`src/rtl/ch_avg.sv`:
```
// Four-symbol DMRS channel-estimate averager: reads {sym,re} estimates and writes one averaged I/Q per RE.
// Optional CH_AVG_ROUND_EN selects round-half-up instead of floor for the divide-by-4.
module ch_avg #(
   parameter int N_RE = 144,
   parameter int DW   = 16
) (
   input  logic          clk,
   input  logic          rst,
   input  logic          ch_avg_start,
   output logic          avg_done,
   output logic          busy,
   output logic          est_rd_en,
   output logic [9:0]    est_rd_addr,
   input  logic [DW-1:0] est_rd_re,
   input  logic [DW-1:0] est_rd_im,
   output logic          avg_wr_en,
   output logic [7:0]    avg_wr_addr,
   output logic [DW-1:0] avg_wr_re,
   output logic [DW-1:0] avg_wr_im
);

   typedef enum logic [2:0] {IDLE, RUN, FLUSH, DONE, WAIT_LOW} state_t;

   localparam logic [7:0] LAST_RE = 8'(N_RE - 1);
`ifdef CH_AVG_ROUND_EN
   localparam logic signed [DW+1:0] RND = (DW+2)'(2);
`else
   localparam logic signed [DW+1:0] RND = '0;
`endif

   state_t                 state;
   logic                   flush_cnt;
   logic [1:0]             rd_sym;
   logic [7:0]             rd_re;
   logic                   p_valid;
   logic [1:0]             p_sym;
   logic [7:0]             p_re;
   logic signed [DW+1:0]   acc_re, acc_im;
   logic signed [DW+1:0]   data_re, data_im;
   logic signed [DW+1:0]   sum_re, sum_im;

   assign est_rd_addr = {rd_sym, rd_re};

   // Four DW-bit samples cannot overflow DW+2 bits, and the rounding offset still fits.
   function automatic logic [DW-1:0] scale(input logic signed [DW+1:0] a);
      return DW'((a + RND) >>> 2);
   endfunction

   // NOTE: every variable assigned in always_comb gets a value on all paths, so no latch is inferred.
   always_comb begin
      data_re = $signed({{2{est_rd_re[DW-1]}}, est_rd_re});
      data_im = $signed({{2{est_rd_im[DW-1]}}, est_rd_im});
      sum_re  = (p_sym == 2'd0) ? data_re : acc_re + data_re;
      sum_im  = (p_sym == 2'd0) ? data_im : acc_im + data_im;
   end

   // Read sequencer: sym runs fastest so each RE's four samples arrive back to back.
   always_ff @(posedge clk or negedge rst) begin
      if (!rst) begin
         state     <= IDLE;
         busy      <= 1'b0;
         avg_done  <= 1'b0;
         est_rd_en <= 1'b0;
         rd_sym    <= 2'd0;
         rd_re     <= 8'd0;
         flush_cnt <= 1'b0;
      end else begin
         avg_done <= 1'b0;
         case (state)
            IDLE: if (ch_avg_start) begin
               state     <= RUN;
               busy      <= 1'b1;
               est_rd_en <= 1'b1;
               rd_sym    <= 2'd0;
               rd_re     <= 8'd0;
            end
            RUN: begin
               if (rd_sym == 2'd3 && rd_re == LAST_RE) begin
                  est_rd_en <= 1'b0;
                  flush_cnt <= 1'b0;
                  state     <= FLUSH;
               end else begin
                  rd_sym <= rd_sym + 2'd1;
                  if (rd_sym == 2'd3) rd_re <= rd_re + 8'd1;
               end
            end
            FLUSH: begin
               if (flush_cnt) begin
                  state    <= DONE;
                  avg_done <= 1'b1;
                  busy     <= 1'b0;
               end else begin
                  flush_cnt <= 1'b1;
               end
            end
            DONE:     state <= WAIT_LOW;
            WAIT_LOW: if (!ch_avg_start) state <= IDLE;
            default:  state <= IDLE;
         endcase
      end
   end

   // NOTE: the async reset also clears p_valid, so a pass cut short emits no partial write.
   always_ff @(posedge clk or negedge rst) begin
      if (!rst) begin
         p_valid     <= 1'b0;
         p_sym       <= 2'd0;
         p_re        <= 8'd0;
         acc_re      <= '0;
         acc_im      <= '0;
         avg_wr_en   <= 1'b0;
         avg_wr_addr <= 8'd0;
         avg_wr_re   <= '0;
         avg_wr_im   <= '0;
      end else begin
         p_valid   <= est_rd_en;
         p_sym     <= rd_sym;
         p_re      <= rd_re;
         avg_wr_en <= 1'b0;
         if (p_valid) begin
            acc_re <= sum_re;
            acc_im <= sum_im;
            if (p_sym == 2'd3) begin
               avg_wr_en   <= 1'b1;
               avg_wr_addr <= p_re;
               avg_wr_re   <= scale(sum_re);
               avg_wr_im   <= scale(sum_im);
            end
         end
      end
   end

endmodule
```
`config.mk`:
```
export PLATFORM = sky130hd
export DESIGN_NAME = ch_avg
export DESIGN_NICKNAME = d
export VERILOG_FILES = /design/src/rtl/ch_avg.sv
export SDC_FILE = /design/constraint.sdc
export NUM_CORES = 1
export LEC_CHECK = 0
export CORE_MARGIN = 2
export CORE_UTILIZATION = 40
export CTS_CLUSTER_DIAMETER = 100
export DETAILED_ROUTE_END_ITERATION = 10
export GPL_TIMING_DRIVEN = 0
export SLEW_MARGIN = 20
export SYNTH_ARGS = -nofsm -noshare
export SYNTH_HDL_FRONTEND = slang
export SYNTH_SLANG_ARGS = --single-unit
```
`constraint.sdc`:
```
create_clock -name clk -period 2.3 [get_ports clk]
set_input_delay 0.23 -clock clk [delete_from_list [all_inputs] [get_ports clk]]
set_output_delay 0.23 -clock clk [all_outputs]
set_load 0.01 [all_outputs]
```
==> metrics.md <==
| Metric | Value |
|---|---|
| Dpl ws | `-0.773 ns` |
| Vias in the first global route | `roughly 5300` |
| Unrepaired setup endpoints after global routing | `true` |
| Max_slew headroom | `0.512` |
| Hold/Removal Path Class | `in2reg` |
| Critical path arrival | `about 2.6 ns` |
| Slowest cell delay on critical path | `0.41 ns` |
| Top_reg_cell synth | `dfrtp_1` |
| #FFs+latches synth | `105` |
| Layout Cells excl Fill | `about 940` |
| Pin count of the biggest net entering global routing | `between 60 and 70` |
| Area growth from synthesis to layout | `32.5%` |
| ANT cells | `0` |
| Avg WL per Cell | `approximately 18 um` |
| Status | `complete, but fails checks` |
| Area after DPL | `about 0.007 mm2` |
| Worst-path clk slew | `roughly 0.07 ns` |
| P_leak | `3.44 nW` |
| Final number of setup-violating endpoints | `4` |
| Row count | `44` |
| Overall routing resource usage | `0.214` |
| Share of layout cells above drive strength 1 | `0.173` |
| Crit-path cells | `ha_4 > fa_2 > a21o_1 > a21oi_4 > o21ai_2 > a31oi_4 > buf_4 > xnor2_1 > nand2_1 > a31oi_1` |
| Max Cap Viol | `0` |
| Worst Path Buf+Inv | `1` |
| Layout Utilization | `0.546` |
| Number of synthesized flops with an enable pin | `0` |
| Core area | `approximately 0.015 mm2` |
| Crit end category | `register` |
| Post-Syn Instances | `about 640` |
| Sequential cell area | `approximately 0.0026 mm2` |
| GRT overflow | `0` |
| Mapped Area | `between 0.006 and 0.007 mm2` |
| CTS tree | `done` |
| Max IR drop VDD | `roughly 0.40 mV` |
| CTS buffer count | `9` |
| Via count | `between 5000 and 6000` |
| Final WS setup | `-0.00790 ns` |
| Critical path class | `reg2reg` |
| Die extent in y | `between 100 and 150 um` |
| Crit path time final | `around 2.3 ns` |
| PD cells | `1140 mW/mm2` |
| Synth cell types | `66` |
| Worst Path Max Fanout | `3` |
| Final instance area | `roughly 0.0080 mm2` |
| Total wire length | `between 15000 and 20000 um` |
| CTS Sinks | `105` |
| Final hold vios | `0` |
| Fill count | `1270` |
| CP max stage cell | `dfrtp_1` |
| Top cell type's share of synthesized area | `0.437` |
| CP top delay family | `compound AO/OA/AOI/OAI gates` |
| Clk buf depth | `2` |
| Syn. warnings | `0` |
| Seq/Total Area, Yosys | `0.437` |
| Initial core utilization | `0.412` |
| Layout Nets | `about 830` |
| CP Launch Type | `register` |
| Clock root cell | `clkbuf_16` |
| Via/cell ratio | `~5.6` |
| Area leader, netlist | `dfrtp_1` |
| FMAX | `approximately 0.43 GHz` |
| Port-buffer cells | `~90` |
| Syn nets | `just over 700` |
| Worst Clk Skew | `between 0.006 and 0.007 ns` |
| Number of placed cells counting well taps | `910` |
| Final ANT Viol Nets | `0` |
| Multi-input logic area | `between 0.003 and 0.004 mm2` |
| Num ports | `a little under 90` |
| H-tree depth | `3` |
| GPL Wtd Cong | `~0.94` |
| Failing checks | `setup timing` |
| Top post-synthesis cells by area | `dfrtp_1 44%, ha_1 7.5%, nand2_1 6.1%` |
| Period utilisation layout | `1.00` |
| Average size of a mapped cell | `9.43 um2` |
| Global-route wire length before repair | `about 27000 um` |
| Req. time, crit path | `roughly 2.6 ns` |
| Clk Latency, worst-skew pair | `approximately 0.35 ns` |
| Pin slew with the least headroom to its limit | `between 0.7 and 0.8 ns` |
| Initial antenna violation count | `0` |
| First-iteration detailed-routing DRC count | `between 300 and 400` |
| Die W | `roughly 130 um` |
| Worst Hold Margin | `between 0.2 and 0.25 ns` |
| Drt drc | `0` |
| Async S/R FF share, synth | `1.00` |
| Slew Viols, Final | `0` |
| DR pass1 iterations | `7` |
| Die area | `roughly 0.016 mm2` |
| DPL Wire Length | `11900 um` |
worst register-to-register path, delay by kind of cell, from the launching register on:
family | cells | cell delay (ns)
compound gates | 5 | 0.91
simple gates | 1 | 0.09
buf+inv | 1 | 0.15
fa+ha+maj | 2 | 0.54
flops | 1 | 0.41
xor+xnor | 1 | 0.14
what timing repair did:
action / 4_1_cts / 5_1_grt
resized for setup: 29 / 53
endpoints found under the hold margin: 44 / 0
hold buffers: 1 / 0
pin swaps: 13 / 29
setup buffers: 10 / 12
setup endpoints to repair: 40 / 45
area by class of cell:
| cell class | instances | share of cell area |
|---|---|---|
| Tap cell | 184 | 0.0289 |
| Timing Repair Buffer | 111 | 0.136 |
| Clock inverter | 5 | 0.00487 |
| Buffer | 27 | 0.0140 |
| Multi-Input combinational cell | 488 | 0.450 |
| Clock buffer | 10 | 0.0300 |
| Sequential cell | 105 | 0.330 |
| Inverter | 13 | 0.00613 |
per-layer routing:
| metal | global-route usage | vias to the layer above | routed length [um] |
|---|---|---|---|
| li1 | - | 2522 | - |
| met1 | 0.290 | 2610 | 7690 |
| met2 | 0.345 | 122 | 8070 |
| met3 | 0.0371 | 32 | 678 |
| met4 | 0.0769 | 0 | 418 |
| met5 | 0 | - | 0 |
layout by cell type, fill, tap and decap left out, drive strengths merged, types with 8 or more instances in the layout:
cell type / instances
dfrtp: 105
nand2: 99
clkdlybuf4s50: 85
nor2: 55
o21ai: 49
a21oi: 44
ha: 36
buf: 30
clkbuf: 30
xnor2: 26
a21o: 21
mux2: 21
a31oi: 21
inv: 15
xor2: 9
a211oi: 8
path summary, 6_finish.rpt:
kind | start | end | slack, ns | cells past startpoint
max | acc_re[0] | acc_re[12] | -0.008 | 10
min | est_rd_re[0] | acc_re[0] | 0.25 | 3
max reg2reg | acc_re[0] | acc_re[12] | -0.008 | 10
min reg2reg | est_rd_en | p_valid | 0.43 | 0
max in group asynchronous | rst | avg_wr_re[8] | 1.26 | 3
min in group asynchronous | rst | acc_im[4] | 0.36 | 2
state kept, by name, indices dropped and copies added, names as in the netlist:
register,count
est_rd_en,1
acc_im,18
p_valid,1
avg_wr_en,1
avg_wr_addr,8
avg_done,1
state,3
avg_wr_im,16
p_sym,2
avg_wr_re,16
rd_re,8
rd_sym,2
acc_re,18
busy,1
flush_cnt,1
p_re,8
synthesized netlist by cell type, types with 4 or more instances:
library cell,count
o21bai_1,6
a211oi_1,7
ha_1,36
o21a_1,7
o211ai_1,5
a31oi_1,20
inv_1,13
nor2_1,55
a21oi_1,44
dfrtp_1,105
mux2_2,20
nand3_1,7
o21ai_1,8
a21o_1,20
nand4_1,5
mux2i_1,7
buf_2,4
nand2_1,98
xnor2_1,26
xor2_1,9
nor2b_1,5
clkbuf_1,24
o21ai_0,40
nand2b_1,5
cell families (layout without fill, tap and decap cells):
logic type	count (synthesis)	count (layout)	share of synthesized area
simple gates	200	200	0.147
mux	28	28	0.0516
xor+xnor	35	35	0.0510
buf+inv	44	166	0.0283
fa+ha+maj	38	38	0.0816
flops	105	105	0.437
compound gates	187	187	0.204
through the flow:
| step | power (mW) | TNS (ns) |
|---|---|---|
| 2_1_floorplan | 5.44 | 0 |
| 4_1_cts | 8.60 | 0 |
| 6_report | 9.07 | -0.0226 |
| 3_3_place_gp | 6.73 | -341.81 |
| 5_1_grt | 9.71 | -0.745 |
| 3_5_place_dp | 6.83 | -19.34 |
report_power, final:
part	internal (mW)	switching (mW)
clock network	0.766	0.710
registers	2.40	0.339
logic	2.41	2.44
(Power assumes the default switching activity.)
